**src/rtl/io_port_bridge.sv**
```systemverilog
// I/O bridge between the CPU's input_port/OUT/interrupt pins and external byte devices.
// Inbound bytes queue in an RX FIFO with an arrival interrupt; CPU OUT bytes queue in a TX FIFO.
module io_port_bridge #(
    parameter int DEPTH   = 4,
    parameter bit INTR_EN = 1'b1
) (
    input  logic                     clk,
    input  logic                     reset,
    input  logic                     ext_in_valid,
    input  logic [7:0]               ext_in_data,
    output logic                     ext_in_ready,
    output logic [7:0]               cpu_in_data,
    input  logic                     cpu_in_pop,
    output logic                     cpu_intr,
    input  logic                     cpu_out_valid,
    input  logic [7:0]               cpu_out_data,
    output logic                     ext_out_valid,
    output logic [7:0]               ext_out_data,
    input  logic                     ext_out_ready,
    output logic [$clog2(DEPTH):0]   rx_count,
    output logic                     tx_overflow,
    output logic [1:0]               intr_state_dbg
);
    localparam int PW = $clog2(DEPTH);
    localparam int CW = PW + 1;
    localparam logic [CW-1:0] FULL = CW'(DEPTH);

    typedef enum logic [1:0] {
        IDLE  = 2'd0,
        FIRE  = 2'd1,
        ARMED = 2'd2
    } intr_state_t;

    // Handshakes: a byte moves on a cycle where valid and ready are both high at the
    // rising edge; ready comes only from registered occupancy, so a full FIFO refuses
    // a write even when a read happens in the same cycle.

    logic [7:0]    rx_mem_q [DEPTH];
    logic [PW-1:0] rx_wptr_q, rx_rptr_q;
    logic [CW-1:0] rx_count_q, rx_count_d;
    logic          rx_wr, rx_rd;

    logic [7:0]    tx_mem_q [DEPTH];
    logic [PW-1:0] tx_wptr_q, tx_rptr_q;
    logic [CW-1:0] tx_count_q, tx_count_d;
    logic          tx_wr, tx_rd, tx_full;
    logic          tx_overflow_q;

    intr_state_t   intr_state_q, intr_state_d;

    assign ext_in_ready = (rx_count_q != FULL);
    assign rx_wr        = ext_in_valid & ext_in_ready;
    assign rx_rd        = cpu_in_pop & (rx_count_q != '0);
    assign rx_count_d   = rx_count_q + CW'(rx_wr) - CW'(rx_rd);

    assign tx_full      = (tx_count_q == FULL);
    assign tx_wr        = cpu_out_valid & ~tx_full;
    assign tx_rd        = ext_out_valid & ext_out_ready;
    assign tx_count_d   = tx_count_q + CW'(tx_wr) - CW'(tx_rd);

    // Head bytes fall through combinationally and read as zero while empty.
    assign cpu_in_data   = (rx_count_q != '0) ? rx_mem_q[rx_rptr_q] : 8'h00;
    assign ext_out_valid = (tx_count_q != '0);
    assign ext_out_data  = ext_out_valid ? tx_mem_q[tx_rptr_q] : 8'h00;
    assign rx_count      = rx_count_q;
    assign tx_overflow   = tx_overflow_q;

    always_ff @(posedge clk) begin
        if (rx_wr) rx_mem_q[rx_wptr_q] <= ext_in_data;
        if (tx_wr) tx_mem_q[tx_wptr_q] <= cpu_out_data;
    end

    always_ff @(posedge clk) begin
        if (reset) begin
            rx_wptr_q     <= '0;
            rx_rptr_q     <= '0;
            rx_count_q    <= '0;
            tx_wptr_q     <= '0;
            tx_rptr_q     <= '0;
            tx_count_q    <= '0;
            tx_overflow_q <= 1'b0;
        end else begin
            if (rx_wr) rx_wptr_q <= rx_wptr_q + PW'(1);
            if (rx_rd) rx_rptr_q <= rx_rptr_q + PW'(1);
            rx_count_q <= rx_count_d;
            if (tx_wr) tx_wptr_q <= tx_wptr_q + PW'(1);
            if (tx_rd) tx_rptr_q <= tx_rptr_q + PW'(1);
            tx_count_q <= tx_count_d;
            if (cpu_out_valid && tx_full) tx_overflow_q <= 1'b1;
        end
    end

    always_ff @(posedge clk) begin
        if (reset) intr_state_q <= IDLE;
        else       intr_state_q <= intr_state_d;
    end

    // FIRE also checks for emptiness so a pop in the pulse cycle cannot strand ARMED at zero.
    always_comb begin
        intr_state_d = intr_state_q;
        case (intr_state_q)
            IDLE:    if (INTR_EN && rx_wr && (rx_count_q == '0)) intr_state_d = FIRE;
            FIRE:    intr_state_d = (rx_count_d == '0) ? IDLE : ARMED;
            ARMED:   if (rx_count_d == '0) intr_state_d = IDLE;
            default: intr_state_d = IDLE;
        endcase
    end

    always_comb begin
        cpu_intr       = INTR_EN && (intr_state_q == FIRE);
        intr_state_dbg = intr_state_q;
    end
endmodule

```
**config.mk**
```make
export PLATFORM = sky130hd
export DESIGN_NAME = io_port_bridge
export DESIGN_NICKNAME = d
export VERILOG_FILES = /design/src/rtl/io_port_bridge.sv
export SDC_FILE = /design/constraint.sdc
export NUM_CORES = 1
export LEC_CHECK = 0
export ABC_AREA = 1
export BUFFER_PORTS_ARGS = -buffer_cell sky130_fd_sc_hd__buf_2
export CORE_ASPECT_RATIO = 0.7
export CORE_MARGIN = 5
export CORE_UTILIZATION = 45
export CTS_CLUSTER_SIZE = 16
export DETAILED_ROUTE_END_ITERATION = 8
export PLACE_DENSITY = 0.67
export RECOVER_POWER = 50
export SYNTH_ARGS = -nofsm -noshare
export SYNTH_HDL_FRONTEND = slang
export SYNTH_SLANG_ARGS = --single-unit
```
**constraint.sdc**
```tcl
create_clock -name clk -period 1.9 [get_ports clk]
set_input_delay 0.285 -clock clk [delete_from_list [all_inputs] [get_ports clk]]
set_output_delay 0.285 -clock clk [all_outputs]
set_load 0.02 [all_outputs]
```
## Word-level counts from Yosys, hierarchy flattened

Memories as Yosys holds them, arrays and structs flattened. A register that Yosys moved wholly into a read port is not among the register bits.
Cells that the tools add are included.

| storage, ports and cells | value |
|---|---|
| register bits | 17 |
| bits in latches | 0 |
| bits in writable memories | 64 |
| bits in read-only memories | 0 |
| bits of input ports | 22 |
| output and inout bits | 25 |
| logic and storage cells | 51 |
| memories | 2 |

| operators by class | value |
|---|---|
| $add $sub $neg | 8 |
| $mul | 0 |
| divide/modulo/power cells | 0 |
| order comparisons | 0 |
| equality and inequality tests | 6 |
| shift operators | 0 |
| multiplexer cells | 14 |
| bitwise logic cells | 5 |
| reductions and logical operators | 8 |

Memory list:

| name | depth | width | read ports | clocked after memory_dff | write ports | RTL line | RTL |
|---|---|---|---|---|---|---|---|
| rx_mem_q | 4 | 8 | 1 | 1 | 1 | 38 | `logic [7:0] rx_mem_q [DEPTH];` |
| tx_mem_q | 4 | 8 | 1 | 1 | 1 | 43 | `logic [7:0] tx_mem_q [DEPTH];` |

Operator list:

| cell | number |
|---|---|
| 2-to-1 mux 8 bit | 2 |
| 2-to-1 mux 2 bit | 7 |
| adder 2 x 1 -> 2 bit, second input constant | 4 |
| adder 3 x 1 -> 3 bit | 2 |
| zero test 3 bit | 2 |
| one-hot mux 2 bit (3 select lines) | 1 |
| nonzero test 3 bit | 2 |
| subtractor 3 x 1 -> 3 bit | 2 |
| bitwise AND 1 bit | 4 |
| 2-to-1 mux 1 bit | 4 |
| inequality test 2 bit, second input constant | 2 |
| == test 3 bit, second input constant | 1 |
| inequality test 3 bit, second input constant | 1 |
| == test 2 x 1 -> 1 bit, second input constant | 1 |
| == test 2 bit, second input constant | 1 |
| logical AND 1 bit | 2 |
| zero test 2 bit | 1 |
| AND reduction 2 bit | 1 |
| NOT 1 bit | 1 |

## Longest topological paths before layout

Gate-level depths: netlist (run 1).

| depth | value |
|---|---|
| depth in word-level cells | 7 |
| mapped depth | 13 |

## Worst setup path after synthesis (run 1)

OpenSTA, ideal clock, no wires.

| timing path | value |
|---|---|
| path kind | reg-to-reg |
| start point | register rx_count_q[1] (netlist: rx_count[1]) |
| end point | register intr_state_q[1] (netlist: intr_state_dbg[1]) |
| setup time | 0.109 ns |
| arrival time | 1.994 ns |
| required time | 1.791 ns |
| path slack | -0.204 ns |
| cell stages (with the launch flop) | 12 |
| path through | dfxtp_1 -> nor2_2 -> nand2_2 -> nand2_4 -> ha_1 -> inv_1 -> ha_1 -> fa_1 -> nor2_1 -> nand3_1 -> nand2_1 -> inv_1 |

| on the way | value |
|---|---|
| cells in the longest elaborated chain, start to end | 7 |
| elaborated cells on any way between the ends | 14 |

RTL lines:

| element | RTL line | RTL |
|---|---|---|
| from (decl) | 40 | `logic [CW-1:0] rx_count_q, rx_count_d;` |
| from (signal assigned) | 85 | `rx_count_q <= rx_count_d;` |
| inequality test 3 bit (*) | 51 | `assign ext_in_ready = (rx_count_q != FULL);` |
| via ext_in_ready | 11 | `output logic ext_in_ready,` |
| bitwise AND 1 bit (*) | 52 | `assign rx_wr = ext_in_valid & ext_in_ready;` |
| adder 3 x 1 -> 3 bit (*) | 54 | `assign rx_count_d = rx_count_q + CW'(rx_wr) - CW'(rx_rd);` |
| subtractor 3 x 1 -> 3 bit (*) | 54 |  |
| via rx_count_d[1] | 40 |  |
| zero test 3 bit (*) | 103, 104 |  |
| 2-to-1 mux 2 bit / inequality test 2 bit (equally long branches) | - |  |
| one-hot mux 2 bit (3 select lines) / AND reduction 2 bit (equally long branches) | - |  |
| to (signal assigned) | 95 | `else intr_state_q <= intr_state_d;` |
| to (decl) | 49 | `intr_state_t intr_state_q, intr_state_d;` |

The timed path passes the listed nets; every way through them passes the cells marked *.
A chain may end at the register's enable or synchronous reset.

## Final worst setup path (run 1)

| timing path | value |
|---|---|
| start point | register rx_count_q[1] (netlist: rx_count[1]) |
| end point | register rx_count_q[1] (netlist: rx_count[1]) |

| on the way | value |
|---|---|
| elaborated cells on any way between the ends | 6 |

RTL lines:

| element | RTL line | RTL |
|---|---|---|
| nonzero test 3 bit | 53 | `assign rx_rd = cpu_in_pop & (rx_count_q != '0);` |
| bitwise AND 1 bit | 53 |  |
| via rx_rd | 41 | `logic rx_wr, rx_rd;` |
| subtractor 3 x 1 -> 3 bit | 54 |  |
| via rx_count_d[1] | 40 |  |

The timed path passes the listed nets, and every way through them passes these cells.

==> reports/results.ini, run 1 <==
[status]
status=finished, violations left
violations=negative setup slack

[min_path]
hold_class=in2reg
hold_depth=1

[logic_synthesis]
yosysUniqueCellTypes=21
yosys.area.top_type=edfxtp_1
async_flop_share_pct=0
ys_seq_area_share_pct=63.4
yosysMostFrequentCell=edfxtp_1
yosys.area.top_type_share_pct=52.0
ys_top_cells_by_count=edfxtp_1 (64), nor2_1 (60), inv_1 (34)
syn-num-nets=376
synth.avg_cell_area_sq_um=10.9
ys_warn_count=0
syn_area_sq_um=3700
synth-seq-cells=85
synth_edf_count=64
synth_cells=340
synthTopCellsByArea=edfxtp_1 (52%), dfxtp_1 (11%), nor2_1 (6.1%)
synthFlopType=edfxtp_1

[run]
maxCapViolCount=0

[clock_network]
cts_buffers=9
htree_levels=3
cts_tree=yes
clk_path_buf_depth=2
insertion_delay_ns=0.33
clkTransAtPathRegs_ns=0.06
cts_sinks=85
root_buffer=clkbuf_16

[floorplan]
num_rows=27
dieArea_sq_um=10200
die_h_um=85.8
initial_utilization_pct=46.6
core_sq_um=7940
ios=47
fp.dieW_um=118

[timing]
fmax_mhz=517
fin_hold_ws_ns=0.214
setup_slack_ns=-0.0327
final-max-slew-violation-count=0
worst_slew_pin_slew_ns=0.332
fin_crit_sh_pct=102
rsz0062_at_grt=yes
setup_tns_ns=-0.0443
timing_hold_violations_final=0
fin_crit_ns=1.93
fin_skew_ns=0.00626
setup_violations=2
max_slew_margin_pct=77.8

[cells_and_area]
final_area_sq_um=4540
final_cells=519
nets=449
fill_cells=696
drive_gt1_share_pct=32.8
fin_util_pct=57.1
diodes=0
layout-area-overhead-vs-synth_pct=22.7

[placement]
placed_area_sq_um=4150
hpwl_um=4900
io_buffers=46
place_congestion=0.837
pre_cts_ws_ns=-0.0520
place_inst=499

[worst_setup_path]
start_kind=flop
reg2regPathDepth=11
crit_family=adder cells
worst-path-buf-inv=4
max_stage_delay_ns=0.53
crit_path_cell_trace=nor2_4 > nand2_2 > nand2_2 > inv_2 > ha_4 > inv_2 > ha_4 > fa_2 > buf_4 > inv_1 > nor2_1
path_class=reg2reg
cp.arrival_ns=2.19
setup.reg_to_reg.worst_slack_ns=-0.03
critPathRequiredTime_ns=2.16
cp-end-kind=flop
cp_max_fo=2
slowest_stage=fa_2
path_depth=11

[power]
seqPwrFrac_pct=35.8
p_sw_mw=2.50
power.internal_mw=4.31
clockPowerShare_pct=23.9
power_density_nw_per_um2=1500
swShare_pct=36.7
power_mw=6.81
peakVddDrop_mv=0.900
p_comb_share_pct=40.3
p_leak_nw=1.77

[global_route]
antenna_found_initial=0
grt_usage_pct=14.4
grt_max_degree=17
grt_pass1_vias=2509
grt_pass1_wl_um=11700
grt_overflow=0

[detailed_routing]
detail-route-antenna-nets=0
routedWlPerCell_um=13.6
drt_wl_total_um=7060
vias=2476
vias_per_cell=4.77
post-route-drc-count=0
first_pass_iters=4
drt_iter0_drc=109

==> kinds of logic after synthesis <==
group | count (synthesis) | synth area share (%)
DFF | 85 | 63.4
and+or+nand+nor | 131 | 16.4
adders and majority gates | 14 | 5.15
buffers and inverters | 51 | 7.07
AOI/OAI and AO/OA | 59 | 7.99
==> final cells by class <==
class	instances	area, sq um	area share, %
inverters	42	161	3.56
flip-flops and latches	85	2360	51.9
clock buffers	11	253	5.57
repair buffers	71	427	9.40
well taps	101	126	2.79
multi-input cells	204	1180	26.0
clock inverters	5	35.0	0.772
==> power groups by stage <==
stage	sequential (mW)	clock, mW	combinational, mW
detailed placement	2.47	0	2.45
global placement	2.46	0	2.42
CTS	2.43	1.68	2.52
global route	2.47	1.75	3.06
floorplan	2.49	0	1.68
finish	2.44	1.63	2.74
==> registers in the layout (all words and copies together), names as in the netlist, named ones only <==
register,cells
intr_state_dbg,2
tx_mem_q,32
rx_rptr_q,2
tx_wptr_q,2
rx_count,3
rx_mem_q,32
tx_count_q,3
tx_rptr_q,2
rx_wptr_q,2
tx_overflow,1
==> path summary, 6_finish.rpt <==
kind / start / endpoint
max: rx_count[1] / rx_count[1]
min: cpu_out_data[3] / tx_mem_q[1][3]
max reg2reg: rx_count[1] / rx_count[1]
min reg2reg: tx_overflow / tx_overflow
==> per-layer routing <==
metal / vias up / global-route usage, % / wire, um
li1: 1277 / - / -
met4: 0 / 4.69 / 82
met1: 1140 / 18.7 / 3250
met3: 10 / 4.88 / 360
met2: 49 / 22.9 / 3360
met5: - / 0 / 0
==> worst reg2reg max path, delay by kind of cell (launching register included) <==
kind / cells / cell delay, ns
buf+inv: 4 / 0.23
fa+ha+maj: 3 / 0.93
flops: 1 / 0.33
simple gates: 4 / 0.37
==> layout by cell type (no fill, tap or decap), types with 16 or more instances in the layout <==
cell,netlist,routed
buf_2,0,23
buf_4,2,29
a21oi_1,26,17
o21ai_1,20,20
nand2_1,25,26
nor2_1,60,60
edfxtp_1,64,64
nor2_2,25,24
clkbuf_1,1,16
inv_1,34,31
==> repair_timing <==
action | in CTS | in global routing
buffers inserted | 3 | 1
setup endpoints to repair | 3 | 20
gates resized for setup | 1 | 31
hold buffers | 0 | 0
pin swaps | 5 | 5
Note: power is estimated with default switching activity, not from simulation.
==> run 2, diff against run 1 <==
Settings changed: BUFFER_PORTS_ARGS -buffer_cell sky130_fd_sc_hd__buf_2 to not set, DONT_BUFFER_PORTS set to 1, PLACE_DENSITY 0.67 to 0.62.
==> reports/results.ini, run 2 (synthesis results as in run 1) <==
[status]
status=finished clean

[power]
clockPowerShare_pct=26.8
p_comb_share_pct=38.8
p_sw_mw=2.52
power_density_nw_per_um2=1590
swShare_pct=34.8
peakVddDrop_mv=0.873
p_leak_nw=1.72
power.internal_mw=4.72
seqPwrFrac_pct=34.4

[timing]
fin_crit_ns=1.86
max_slew_margin_pct=75.1
fin_hold_ws_ns=0.0192
setup_tns_ns=0
fin_skew_ns=0.00757
final-max-slew-violation-count=0
fin_crit_sh_pct=98.1
worst_slew_pin_slew_ns=0.373
fmax_mhz=536
setup_violations=0
timing_hold_violations_final=0
rsz0062_at_grt=yes

[clock_network]
insertion_delay_ns=0.33
cts_tree=yes
htree_levels=3
cts_buffers=9
root_buffer=clkbuf_16
clk_path_buf_depth=2
cts_sinks=85
clkTransAtPathRegs_ns=0.06

[cells_and_area]
multi_input_area_sq_um=1210
fill_cells=670
final_cells=490
nets=420
layout-area-overhead-vs-synth_pct=23.3
diodes=0
final_cell_mix=edfxtp_1 (64), nor2_1 (60), buf_4 (32)
reg.largest.list=rx_mem_q: 32 flops, tx_mem_q: 32 flops
layout_commonest_cell=edfxtp_1
seqCellArea_sq_um=2360
drive_gt1_share_pct=33.2
final_area_sq_um=4560

[detailed_routing]
drt_wl_total_um=7120
vias_per_cell=4.92
routedWlPerCell_um=14.5
detail-route-antenna-nets=0
vias=2409
post-route-drc-count=0
first_pass_iters=4
drt_iter0_drc=140

[global_route]
grt_max_degree=17
grt_pass1_wl_um=11700
grt_overflow=0
grt_usage_pct=14.8
antenna_found_initial=0
grt_pass1_vias=2422

[worst_setup_path]
slowest_stage=fa_2
cp.arrival_ns=2.10
crit_path_cell_trace=nor2_4 > buf_4 > nand2_4 > nand2_4 > ha_4 > inv_2 > ha_4 > fa_2 > nor2_1 > nand3_1 > nand2_1 > inv_1
max_stage_delay_ns=0.44
start_kind=flop
cp_max_fo=2
worst-path-buf-inv=3
path_class=reg2reg
cp-end-kind=flop
crit_family=adder cells
critPathRequiredTime_ns=2.13

[placement]
place_congestion=0.777
place_inst=467
io_buffers=0
placed_area_sq_um=4040
hpwl_um=4840

[floorplan]
ios=47
core_sq_um=7940
fp.dieW_um=118
die_h_um=85.8
initial_utilization_pct=46.6
dieArea_sq_um=10200
num_rows=27

[min_path]
hold_class=in2reg

[run]
maxCapViolCount=0

run 2: cell count changes in the layout (fill, tap and decap cells not counted), moves of 3 or more:
cell / previous run / this run
a21oi_1: 17 / 12
bufinv_16: 0 / 3
buf_6: 3 / 7
clkbuf_1: 16 / 3
buf_2: 23 / 0
a21oi_2: 9 / 14
buf_4: 29 / 32
run 2: path summary, 6_finish.rpt:
check | cells after the start | slack (ns) | to | startpoint
setup / recovery | 12 | 0.04 | intr_state_dbg[1] | rx_count[0]
hold / removal | 1 | 0.02 | tx_wptr_q[1] | reset
setup reg to reg | 12 | 0.04 | intr_state_dbg[1] | rx_count[0]
hold reg to reg | 2 | 0.48 | flop | tx_rptr_q[1]
run 2: power by group through the flow:
stage / logic [mW] / registers (mW) / clock network [mW]
2_1_floorplan: 1.68 / 2.49 / 0
3_3_place_gp: 2.45 / 2.51 / 0
3_5_place_dp: 2.49 / 2.51 / 0
4_1_cts: 2.52 / 2.48 / 1.98
5_1_grt: 3.12 / 2.52 / 2.07
6_report: 2.81 / 2.49 / 1.94
run 2: per-layer routing:
layer / global-route usage (%) / vias to the layer above / share of wire [%]
li1: - / 1212 / -
met1: 19.2 / 1112 / 45
met2: 23.1 / 73 / 46
met3: 5.47 / 12 / 8.0
met4: 5.21 / 0 / 1.4
met5: 0 / - / 0
run 2: timing repair:
action,4_1_cts,5_1_grt
endpoints found under the setup margin,9,18
hold buffers,1,1
pin swaps,5,15
resized for setup,2,36
endpoints found under the hold margin,3,3
setup buffers,2,3
run 2: layout make-up:
class                      count  share of cell area [%]
inverter                      42                    3.63
sequential                    85                    51.9
tap                          101                    2.77
multi-input combinational    204                    26.5
clock buffer                  12                    5.19
clock inverter                 4                    2.14
timing repair buffer          42                    7.88
run 2: per-stage QoR:
| stage | power, mW | util (%) | setup WS (ns) |
|---|---|---|---|
| finish | 7.24 | 57.4 | 0.0355 |
| CTS | 6.98 | 55.4 | -0.0142 |
| floorplan | 4.18 | - | -0.0445 |
| global placement | 4.96 | 50.9 | -0.00533 |
| detailed placement | 5.00 | 50.9 | -0.0311 |
| global route | 7.71 | 57.4 | -0.0811 |
==> run 3, diff against run 2 <==
Settings changed: CELL_PAD_IN_SITES_DETAIL_PLACEMENT set to 1, CELL_PAD_IN_SITES_GLOBAL_PLACEMENT set to 1, PLACE_DENSITY 0.62 to 0.75.
==> reports/results.ini, run 3 (synthesis results as in run 1) <==
[clock_network]
clkTransAtPathRegs_ns=0.06
cts_tree=yes
clk_path_buf_depth=2
htree_levels=3
cts_sinks=85
insertion_delay_ns=0.34
root_buffer=clkbuf_16
cts_buffers=9

[cells_and_area]
final_area_sq_um=4540
drive_gt1_share_pct=33.3
layout-area-overhead-vs-synth_pct=22.8
layout_commonest_cell=edfxtp_1
nets=421
reg.largest.list=rx_mem_q: 32 flops, tx_mem_q: 32 flops
fin_util_pct=57.2
final_cell_mix=edfxtp_1 (64), nor2_1 (58), buf_4 (33)
diodes=0

[timing]
fin_crit_sh_pct=98.4
fin_crit_ns=1.87
fin_skew_ns=0.00753
timing_hold_violations_final=0
max_slew_margin_pct=74.8
final-max-slew-violation-count=0
worst_slew_pin_slew_ns=0.376
setup_violations=0
fmax_mhz=535
rsz0062_at_grt=yes
fin_hold_ws_ns=0.0226

[detailed_routing]
detail-route-antenna-nets=0
vias=2505
first_pass_iters=4
post-route-drc-count=0
routedWlPerCell_um=17.6
vias_per_cell=5.10
drt_iter0_drc=120
drt_wl_total_um=8660

[status]
status=finished clean

[floorplan]
core_sq_um=7940
initial_utilization_pct=46.6
dieArea_sq_um=10200
num_rows=27
fp.dieW_um=118
die_h_um=85.8
ios=47

[worst_setup_path]
start_kind=flop
max_stage_delay_ns=0.54
critPathRequiredTime_ns=2.18
worstReg2RegStart=rx_count[1]
path_class=reg2reg
cp_max_fo=2
cp-end-kind=flop
slowest_stage=fa_2
cp.arrival_ns=2.15
reg2regPathDepth=12
setup.reg_to_reg.worst_slack_ns=0.03
reg2reg_to=intr_state_dbg[1]
crit_path_cell_trace=nor2_4 > nand2_2 > nand2_2 > inv_2 > ha_4 > inv_2 > ha_4 > fa_2 > nor2_2 > nand3_1 > nand2_1 > inv_1

[placement]
io_buffers=0
placed_area_sq_um=4050
place_congestion=0.747
hpwl_um=5820

[min_path]
hold_depth=1
hold_end=rx_wptr_q[0]
min_from=reset
hold_class=in2reg

[global_route]
grt_pass1_vias=2766
antenna_found_initial=0
grt_overflow=0
grt_usage_pct=17.8
grt_pass1_wl_um=14000
grt_max_degree=17

[power]
p_leak_nw=1.72
power_density_nw_per_um2=1590
power_mw=7.20
peakVddDrop_mv=0.814

[run]
maxCapViolCount=0

==> run 3: where the power goes <==
part / internal (mW) / switching, mW / leakage [nW]
clock: 1.04 / 0.756 / 0.145
sequential: 2.29 / 0.226 / 0.763
combinational: 1.18 / 1.71 / 0.807
total: 4.51 / 2.69 / 1.72
==> run 3: final cells by class <==
type | instances | area, sq um
clock buffers | 9 | 225
clock inverters | 7 | 82.6
inverters | 42 | 164
flip-flops and latches | 85 | 2370
multi-input cells | 204 | 1210
fillers | 834 | 3400
well taps | 101 | 126
repair buffers | 43 | 365
==> run 3: timing repair <==
item                                    CTS  global route
endpoints found under the setup margin   16            14
hold buffers                              2             1
hold endpoints to repair                  7             2
setup buffers                             1             2
gates resized for setup                   3            36
pin swaps                                 2             7
==> run 3: worst max path at each step <==
stage                     slack [ns]        start                 to
after floorplan                -0.04  rx_count[0]  intr_state_dbg[1]
after global placement         -0.02  rx_count[0]  intr_state_dbg[1]
after detailed placement       -0.07  rx_count[0]  intr_state_dbg[1]
after CTS                      -0.03  rx_count[0]  intr_state_dbg[1]
after global routing           -0.07  rx_count[1]  intr_state_dbg[1]
final                           0.03  rx_count[1]  intr_state_dbg[1]
==> run 3: worst max-delay path, delay by kind of cell, from the launching register on <==
kind / cells / cell delay [ns]
buf+inv: 3 / 0.13
flops: 1 / 0.33
simple gates: 6 / 0.40
fa+ha+maj: 3 / 0.94
==> run 3: metal layers <==
metal	up-vias	GRT usage, %	routed length, um
met3	13	5.87	398
met1	1234	21.2	3780
li1	1219	-	-
met4	0	6.67	153
met2	39	30.2	4330
met5	-	0	0
==> run 3: per-stage QoR <==
step           setup TNS, ns  std cells  worst slack, ns
2_1_floorplan        -0.0445        340          -0.0445
3_3_place_gp         -0.0151        469          -0.0151
3_5_place_dp         -0.0678        469          -0.0678
4_1_cts              -0.0385        488          -0.0263
5_1_grt               -0.457        491          -0.0684
6_report                   0        491           0.0297
